==> config.mk <==
export PLATFORM = sky130hd
export DESIGN_NAME = lockstep_sync_barrier_flat
export DESIGN_NICKNAME = d
export VERILOG_FILES = /design/src/rtl/lockstep_sync_barrier_if.sv /design/src/rtl/lockstep_sync_barrier.sv /design/src/flat_wrapper.sv
export SDC_FILE = /design/constraint.sdc
export NUM_CORES = 1
export LEC_CHECK = 0
export ABC_AREA = 1
export CAP_MARGIN = 20
export CORE_UTILIZATION = 34
export DETAILED_ROUTE_END_ITERATION = 8
export GPL_TIMING_DRIVEN = 0
export PLACE_DENSITY = 0.81
export SYNTH_ARGS = -nofsm -noshare
export SYNTH_HDL_FRONTEND = slang
export SYNTH_SLANG_ARGS = --single-unit
export TNS_END_PERCENT = 20
==> constraint.sdc <==
create_clock -name clk_i -period 1.6 [get_ports clk_i]
set_input_delay 0.32 -clock clk_i [delete_from_list [all_inputs] [get_ports clk_i]]
set_output_delay 0.32 -clock clk_i [all_outputs]
set_load 0.01 [all_outputs]
==> src/rtl/lockstep_sync_barrier_if.sv <==
// Bus bundle for lockstep_sync_barrier: configuration port, per-core sync
// request/grant pairs and the lockstep mode / status outputs.
// slave is the barrier side, master is the side driving requests.
interface lockstep_sync_barrier_if #(
  parameter int unsigned NB_CORES = 8
);
  logic                cfg_req_i;
  logic                cfg_wen_i;
  logic [31:0]         cfg_wdata_i;
  logic                cfg_gnt_o;
  logic                cfg_rvalid_o;
  logic [31:0]         cfg_rdata_o;
  logic [NB_CORES-1:0] core_req_i;
  logic [NB_CORES-1:0] core_gnt_o;
  logic                lockstep_mode_if;
  logic                lockstep_mode_id;
  logic                busy_o;
  logic                err_o;

  modport slave (
    input  cfg_req_i, cfg_wen_i, cfg_wdata_i, core_req_i,
    output cfg_gnt_o, cfg_rvalid_o, cfg_rdata_o, core_gnt_o,
           lockstep_mode_if, lockstep_mode_id, busy_o, err_o
  );

  modport master (
    output cfg_req_i, cfg_wen_i, cfg_wdata_i, core_req_i,
    input  cfg_gnt_o, cfg_rvalid_o, cfg_rdata_o, core_gnt_o,
           lockstep_mode_if, lockstep_mode_id, busy_o, err_o
  );
endinterface

==> src/rtl/lockstep_sync_barrier.sv <==
// Lockstep mode-change barrier for the cluster cores.
// A config write arms a new {id,if} mode; all cores are then gathered and
// released together in one cycle, and the new mode is applied only at that
// release so no core ever runs in a mode its peers have not entered.
// Optional macro LOCKSTEP_SYNC_TIMEOUT_EN adds a gather timeout that aborts
// the barrier, releases the cores already arrived and sets a sticky error.
module lockstep_sync_barrier #(
  parameter int unsigned NB_CORES       = 8,
  parameter int unsigned TIMEOUT_CYCLES = 1024,
  parameter int unsigned CNT_WIDTH      = $clog2(TIMEOUT_CYCLES)
) (
  input  logic                          clk_i,
  input  logic                          rst_ni,
  lockstep_sync_barrier_if.slave        bus
);

  typedef enum logic [1:0] {
    IDLE    = 2'd0,
    GATHER  = 2'd1,
    RELEASE = 2'd2,
    ABORT   = 2'd3
  } state_e;

  state_e              state;
  logic [NB_CORES-1:0] arrived;
  logic [1:0]          pending_mode;
  logic [1:0]          active_mode;
  logic                cfg_wr;
  logic                all_in;
  logic                err;
  logic [31:0]         status;

  assign cfg_wr = bus.cfg_req_i & ~bus.cfg_wen_i;
  // Release condition includes cores arriving in this very cycle.
  assign all_in = &(arrived | bus.core_req_i);

`ifdef LOCKSTEP_SYNC_TIMEOUT_EN
  logic [CNT_WIDTH-1:0] cnt;
  logic                 timeout_hit;
  logic                 unused_wdata;

  assign timeout_hit  = (cnt == CNT_WIDTH'(TIMEOUT_CYCLES - 1));
  assign unused_wdata = ^bus.cfg_wdata_i[30:2];

  // Barrier FSM with gather timeout; release wins over a coincident timeout.
  always_ff @(posedge clk_i or negedge rst_ni) begin
    if (!rst_ni) begin
      state        <= IDLE;
      arrived      <= '0;
      pending_mode <= 2'b00;
      active_mode  <= 2'b00;
      cnt          <= '0;
      err          <= 1'b0;
    end else begin
      if (cfg_wr && bus.cfg_wdata_i[31]) begin
        err <= 1'b0;
      end
      case (state)
        IDLE: begin
          cnt <= '0;
          if (cfg_wr) begin
            pending_mode <= bus.cfg_wdata_i[1:0];
            state        <= GATHER;
          end
        end
        GATHER: begin
          arrived <= arrived | bus.core_req_i;
          if (all_in) begin
            cnt   <= '0;
            state <= RELEASE;
          end else if (timeout_hit) begin
            cnt   <= '0;
            state <= ABORT;
          end else begin
            cnt <= cnt + 1'b1;
          end
        end
        RELEASE: begin
          active_mode <= pending_mode;
          arrived     <= '0;
          state       <= IDLE;
        end
        ABORT: begin
          err     <= 1'b1;
          arrived <= '0;
          state   <= IDLE;
        end
        default: state <= IDLE;
      endcase
    end
  end
`else
  logic unused_cfg;

  // Without the timeout the error bit and the timeout sizing are inert.
  assign err        = 1'b0;
  assign unused_cfg = ^{bus.cfg_wdata_i[31:2], TIMEOUT_CYCLES[0], CNT_WIDTH[0]};

  // Barrier FSM: arm on write, gather indefinitely, release all together.
  always_ff @(posedge clk_i or negedge rst_ni) begin
    if (!rst_ni) begin
      state        <= IDLE;
      arrived      <= '0;
      pending_mode <= 2'b00;
      active_mode  <= 2'b00;
    end else begin
      case (state)
        IDLE: begin
          if (cfg_wr) begin
            pending_mode <= bus.cfg_wdata_i[1:0];
            state        <= GATHER;
          end
        end
        GATHER: begin
          arrived <= arrived | bus.core_req_i;
          if (all_in) begin
            state <= RELEASE;
          end
        end
        RELEASE: begin
          active_mode <= pending_mode;
          arrived     <= '0;
          state       <= IDLE;
        end
        default: state <= IDLE;
      endcase
    end
  end
`endif

  assign status = {err, 26'b0, (state != IDLE), pending_mode, active_mode};

  // Registered config response; a write returns the status before it lands.
  always_ff @(posedge clk_i or negedge rst_ni) begin
    if (!rst_ni) begin
      bus.cfg_rvalid_o <= 1'b0;
      bus.cfg_rdata_o  <= 32'h0;
    end else begin
      bus.cfg_rvalid_o <= bus.cfg_req_i;
      if (bus.cfg_req_i) begin
        bus.cfg_rdata_o <= status;
      end
    end
  end

  // Grant steering: transparent when idle, held low while gathering.
  always_comb begin
    bus.core_gnt_o = '0;
    case (state)
      IDLE:    bus.core_gnt_o = bus.core_req_i;
      RELEASE: bus.core_gnt_o = '1;
`ifdef LOCKSTEP_SYNC_TIMEOUT_EN
      ABORT:   bus.core_gnt_o = arrived;
`endif
      default: bus.core_gnt_o = '0;
    endcase
  end

  assign bus.cfg_gnt_o        = 1'b1;
  assign bus.lockstep_mode_if = active_mode[0];
  assign bus.lockstep_mode_id = active_mode[1];
  assign bus.busy_o           = (state != IDLE);
  assign bus.err_o            = err;

endmodule

==> src/flat_wrapper.sv <==
// flat-port wrapper written by rule: the top's interface ports become plain ports
module lockstep_sync_barrier_flat 
#(
  parameter int unsigned NB_CORES       = 8,
  parameter int unsigned TIMEOUT_CYCLES = 1024,
  parameter int unsigned CNT_WIDTH      = $clog2(TIMEOUT_CYCLES)
)
  (clk_i, rst_ni, bus_cfg_req_i, bus_cfg_wen_i, bus_cfg_wdata_i, bus_core_req_i, bus_cfg_gnt_o, bus_cfg_rvalid_o, bus_cfg_rdata_o, bus_core_gnt_o, bus_lockstep_mode_if, bus_lockstep_mode_id, bus_busy_o, bus_err_o);
  lockstep_sync_barrier_if #(.NB_CORES(NB_CORES)) bus_i ();
  input  logic clk_i;
  input  logic rst_ni;
  input wire logic [$bits(bus_i.cfg_req_i)-1:0] bus_cfg_req_i;
  input wire logic [$bits(bus_i.cfg_wen_i)-1:0] bus_cfg_wen_i;
  input wire logic [$bits(bus_i.cfg_wdata_i)-1:0] bus_cfg_wdata_i;
  input wire logic [$bits(bus_i.core_req_i)-1:0] bus_core_req_i;
  output wire logic [$bits(bus_i.cfg_gnt_o)-1:0] bus_cfg_gnt_o;
  output wire logic [$bits(bus_i.cfg_rvalid_o)-1:0] bus_cfg_rvalid_o;
  output wire logic [$bits(bus_i.cfg_rdata_o)-1:0] bus_cfg_rdata_o;
  output wire logic [$bits(bus_i.core_gnt_o)-1:0] bus_core_gnt_o;
  output wire logic [$bits(bus_i.lockstep_mode_if)-1:0] bus_lockstep_mode_if;
  output wire logic [$bits(bus_i.lockstep_mode_id)-1:0] bus_lockstep_mode_id;
  output wire logic [$bits(bus_i.busy_o)-1:0] bus_busy_o;
  output wire logic [$bits(bus_i.err_o)-1:0] bus_err_o;
  assign bus_i.cfg_req_i = bus_cfg_req_i;
  assign bus_i.cfg_wen_i = bus_cfg_wen_i;
  assign bus_i.cfg_wdata_i = bus_cfg_wdata_i;
  assign bus_i.core_req_i = bus_core_req_i;
  assign bus_cfg_gnt_o = bus_i.cfg_gnt_o;
  assign bus_cfg_rvalid_o = bus_i.cfg_rvalid_o;
  assign bus_cfg_rdata_o = bus_i.cfg_rdata_o;
  assign bus_core_gnt_o = bus_i.core_gnt_o;
  assign bus_lockstep_mode_if = bus_i.lockstep_mode_if;
  assign bus_lockstep_mode_id = bus_i.lockstep_mode_id;
  assign bus_busy_o = bus_i.busy_o;
  assign bus_err_o = bus_i.err_o;
  lockstep_sync_barrier #(.NB_CORES(NB_CORES), .TIMEOUT_CYCLES(TIMEOUT_CYCLES), .CNT_WIDTH(CNT_WIDTH)) u_core (.clk_i(clk_i), .rst_ni(rst_ni), .bus(bus_i));
endmodule
== After elaboration in Yosys (flattened, before gate mapping) ==
Cells that the tools add are included.
Widths: inputs -> output; s select.

* Reduce and logical (&&, ||, !) cells: 6
* $lt $le $gt $ge: 0
* $add $sub $neg: 0
* Shift-type cells: 0
* $mul: 0
* Div/mod/pow operators: 0
* Bitwise gates (word level): 3
* Multiplexer cells: 5
* Eq/ne operators: 4

{| class="wikitable"
|+ Operators by type and width
! cell !! count
|-
| $pmux 8 s2 || 2
|-
| $or 8x8->8 || 1
|-
| $reduce_and 8->1 || 1
|-
| $mux 2 || 2
|-
| $ne 2x1->1 const B || 2
|-
| $pmux 2 s2 || 1
|-
| $reduce_and 2->1 || 2
|-
| $reduce_bool 2->1 || 2
|-
| $eq 2x1->1 const B || 1
|-
| $eq 2x2->1 const B || 1
|-
| $logic_not 2->1 || 1
|-
| $and 1x1->1 || 1
|-
| $not 1->1 || 1
|}

* Output and inout bits: 46
* RAM bits: 0
* Bits in read-only memories: 0
* Latch bits: 0
* Register bits after elaboration: 20
* Memories: 0
* Input port bits: 44

== Depth between registers and ports, before layout ==
* Word-level depth: 4
* Mapped depth: 9
* Mapped depth without buffers: 9

== Worst setup path after synthesis ==
OpenSTA, ideal clock, no wires.

* Path type: flip-flop to output port
* Start point: register u_core.state[0]
* End point: output port bus_core_gnt_o[0]
* Buffers on the path: 1
* Data arrival time: 1050 ps
* Stages on the path, launching flop included: 6
* Path slack: 230 ps
* Cells stage by stage: dfrtp_1 inv_1 ha_1 inv_2 buf_2 o21ai_0

* Word-level cells in the longest chain between the ends: 2

{| class="wikitable"
|+ Ends and longest elaborated chain
! element !! line !! text
|-
| start, declared || lockstep_sync_barrier.sv:24 || <nowiki>state_e state;</nowiki>
|-
| start signal, assigned || lockstep_sync_barrier.sv:102 || <nowiki>state <= IDLE;</nowiki>
|-
| start signal, assigned || lockstep_sync_barrier.sv:111 || <nowiki>state <= GATHER;</nowiki>
|-
| start signal, assigned || lockstep_sync_barrier.sv:117 || <nowiki>state <= RELEASE;</nowiki>
|-
| $eq 2x2->1 / $logic_not 2->1 (equally long branches) || lockstep_sync_barrier.sv:149 || <nowiki>case (state)</nowiki>
|-
| $pmux 8 s2 * || lockstep_sync_barrier.sv:149 ||
|-
| end, declared || flat_wrapper.sv:19 || <nowiki>output wire logic [$bits(bus_i.core_gnt_o)-1:0] bus_core_gnt_o;</nowiki>
|}

Mark *: on every way between the ends. The rest lies on a longest branch, timed or not.

== Worst setup path after layout ==
* Start point: register u_core.state[1]
* End point: output port bus_core_gnt_o[7]

Same word-level chain as after synthesis.

==> metrics.md <==
| Metric | Value |
|---|---|
| Status | `finished, violations left` |
| Failing checks | `negative setup slack` |
| Detail Placement HPWL | `1788 µm` |
| Relative slew slack | `42.85%` |
| Setup crit start kind | `flip-flop` |
| Routed WL | `2316 µm` |
| Max Fclk | `615.9 MHz` |
| Setup Viol. Count Final | `8` |
| Distinct cells, synth | `14` |
| Hold slack | `479.9 ps` |
| Die ar. | `3763 µm²` |
| Total power draw | `2.592 mW` |
| Placed cell area | `1657 µm²` |
| Die width | `61.35 µm` |
| CP endpoint kind | `output port` |
| CP required | `1280 ps` |
| Unrepaired setup endpoints after global routing | `yes` |
| Most frequent cells in the layout | `buf_4 (37), nand2_1 (35), conb_1 (29)` |
| Ys Warns | `0` |
| P per Cell Area | `1479 nW/µm²` |
| TritonRoute pass-1 iters | `4` |
| Final instance area | `1753 µm²` |
| Initial core utilization | `35.60%` |
| Post-synth top area share | `41.80%` |
| Worst Path Arrival | `1300 ps` |
| Period utilization | `101.5%` |
| Setup slack after layout | `-23.62 ps` |
| Reg2Reg Depth | `8` |
| Core ar. | `3363 µm²` |
| CP max FO | `10` |
| Pins Over Slew Limit | `0` |
| DRC | `0` |
| CTS Buffer Depth | `2` |
| Hold Path Stages | `2` |
| Post-route ant nets | `0` |
| H-tree level count | `1` |
| Yosys reg bits | `20` |
| Maximum vdd drop | `0.4907 mV` |
| Min-Delay Path Class | `reg2reg` |
| Global-route wire length before repair | `3691 µm` |
| Initial DRC count | `22` |
| Root Driver | `clkbuf_4` |
| GP Congestion | `0.7935` |
| CTS Buf Count | `3` |
| GRT Util Overall | `12.89%` |
| CTS hold repair buffers | `0` |
| Filler cells | `327` |
| Diode count | `0` |
| Leakage | `0.9703 nW` |
| Multi-input combinational cell area | `524.3 µm²` |
| Worst skew pair latency | `290 ps` |
| Main area contributors after synthesis | `dfrtp_1 (42%), buf_4 (18%), nand2_1 (11%)` |
| DIE HEIGHT | `61.35 µm` |
| Via Count | `1,038` |
| Layout cell share with drive strength beyond 1 | `35.00%` |
| Worst-Margin Slew | `854.6 ps` |
| FP Rows | `21` |
| Fin crit period | `1624 ps` |
| Clock sinks | `20` |
| Most common cell after layout, fill and taps aside | `buf_4` |
| Avg Inst Size Synth | `7.878 µm²` |
| Largest net degree at the start of global routing | `21` |
| Initial antenna violation count | `0` |
| Slowest stage cell, crit path | `dfrtp_1` |
| Post-Syn Area | `1197 µm²` |
| I/O Buffers | `30` |
| Slowest stage delay, CP | `450 ps` |
| Max cap viols | `0` |
| Post-Synthesis Cells | `152` |
| Setup CP Type | `reg2out` |
| Fin cells | `266` |
| Grt total ovfl | `0` |
| Final hold viol count | `0` |
| Clk slew on worst S/H paths | `110 ps` |
| CTS tree | `built` |
| Area leader, netlist | `dfrtp_1` |
| Area grow syn2layout | `46.39%` |
| Via density | `3.902` |
| I/O pin cnt | `90` |
| Vias in the first global route | `871` |
| Crit path cell chain | `inv_2 > ha_4 > inv_8 > o21ai_1 > buf_2` |
| Register Area | `500.5 µm²` |
| Sequential area share after synthesis | `41.80%` |
| Worst Skew | `1.380 ps` |
| DR WL/cell | `8.707 µm` |
| Layout net count | `268` |
| Placed insts | `255` |
where the power goes:
| part | internal [mW] | switching, mW |
|---|---|---|
| Combinational | 0.694 | 0.777 |
| Clock | 0.138 | 0.146 |
| Sequential | 0.727 | 0.109 |
| Total | 1.56 | 1.03 |
cell usage after synthesis:
cell type / count
conb_1: 2
nand2_2: 6
o21ai_0: 17
inv_2: 11
ha_1: 3
nor3_4: 1
o21ai_1: 3
nor2_1: 2
buf_4: 29
inv_1: 12
nand3_1: 9
buf_2: 2
dfrtp_1: 20
nand2_1: 35
per-stage QoR:
stage | utilization (%) | setup TNS (ps) | setup slack, ps
5_1_grt | 52.12 | -822.9 | -112.6
3_5_place_dp | 49.26 | -2878 | -355.7
2_1_floorplan | - | 0 | 230.1
6_report | 52.12 | -90.84 | -23.62
3_3_place_gp | 49.26 | -2664 | -339.8
4_1_cts | 51.79 | -161.5 | -26.46
cell type report:
cell class                 instances  area share [%]
clock buffer                       4           2.070
sequential                        20           28.55
buffer                            30           12.71
tap                               46           3.283
inverter                          23           5.496
timing repair buffer              38           17.99
multi-input combinational        105           29.91
kinds of logic after synthesis:
logic type	share of synthesized area [%]
AND/OR/NAND/NOR	19.85
other	0.6272
adder cells (fa/ha/maj)	3.135
buffers and inverters	26.23
flip-flops	41.80
AO/OA/AOI/OAI	8.359
worst max-delay path, delay by kind of cell, from the launching register on:
| family | cells | cell delay, ps |
|---|---|---|
| adders and majority gates | 1 | 170 |
| AOI/OAI and AO/OA | 1 | 110 |
| buffers and inverters | 3 | 290 |
| DFF | 1 | 450 |
state kept, by name (all words and copies together) (netlist names):
| register | cells |
|---|---|
| u_core.bus.cfg_rdata_o | 5 |
| u_core.bus.cfg_rvalid_o | 1 |
| u_core.arrived | 8 |
| u_core.state | 2 |
| u_core.active_mode | 2 |
| u_core.pending_mode | 2 |
per-layer routing:
layer  GRT usage, %  routed length [µm]
met5              0                   0
met4          3.175                  24
met3          1.050                  95
met2          22.83                1216
met1          17.13                 981
path summary, 6_finish.rpt:
path / from / endpoint / slack, ps
hold reg to reg: u_core.bus.cfg_rdata_o[2]$_DFFE_PN0P_ / u_core.bus.cfg_rdata_o[2]$_DFFE_PN0P_ / 480
setup reg to reg: u_core.state[1]$_DFFE_PN0P_ / u_core.pending_mode[0]$_DFFE_PN0P_ / 230
min in group asynchronous: rst_ni / u_core.bus.cfg_rdata_o[3]$_DFFE_PN0P_ / 510
max in group asynchronous: rst_ni / u_core.arrived[5]$_DFFE_PN0P_ / 570
setup / recovery: u_core.state[1]$_DFFE_PN0P_ / bus_core_gnt_o[7] / -20
hold / removal: u_core.bus.cfg_rdata_o[2]$_DFFE_PN0P_ / u_core.bus.cfg_rdata_o[2]$_DFFE_PN0P_ / 480
timing repair:
| item | CTS | global route |
|---|---|---|
| pin swaps | 9 | 1 |
| setup buffers | 8 | 0 |
| resized for setup | 56 | 3 |
| gates cloned | 0 | 0 |
| setup endpoints to repair | 9 | 8 |
(Power assumes the default switching activity.)
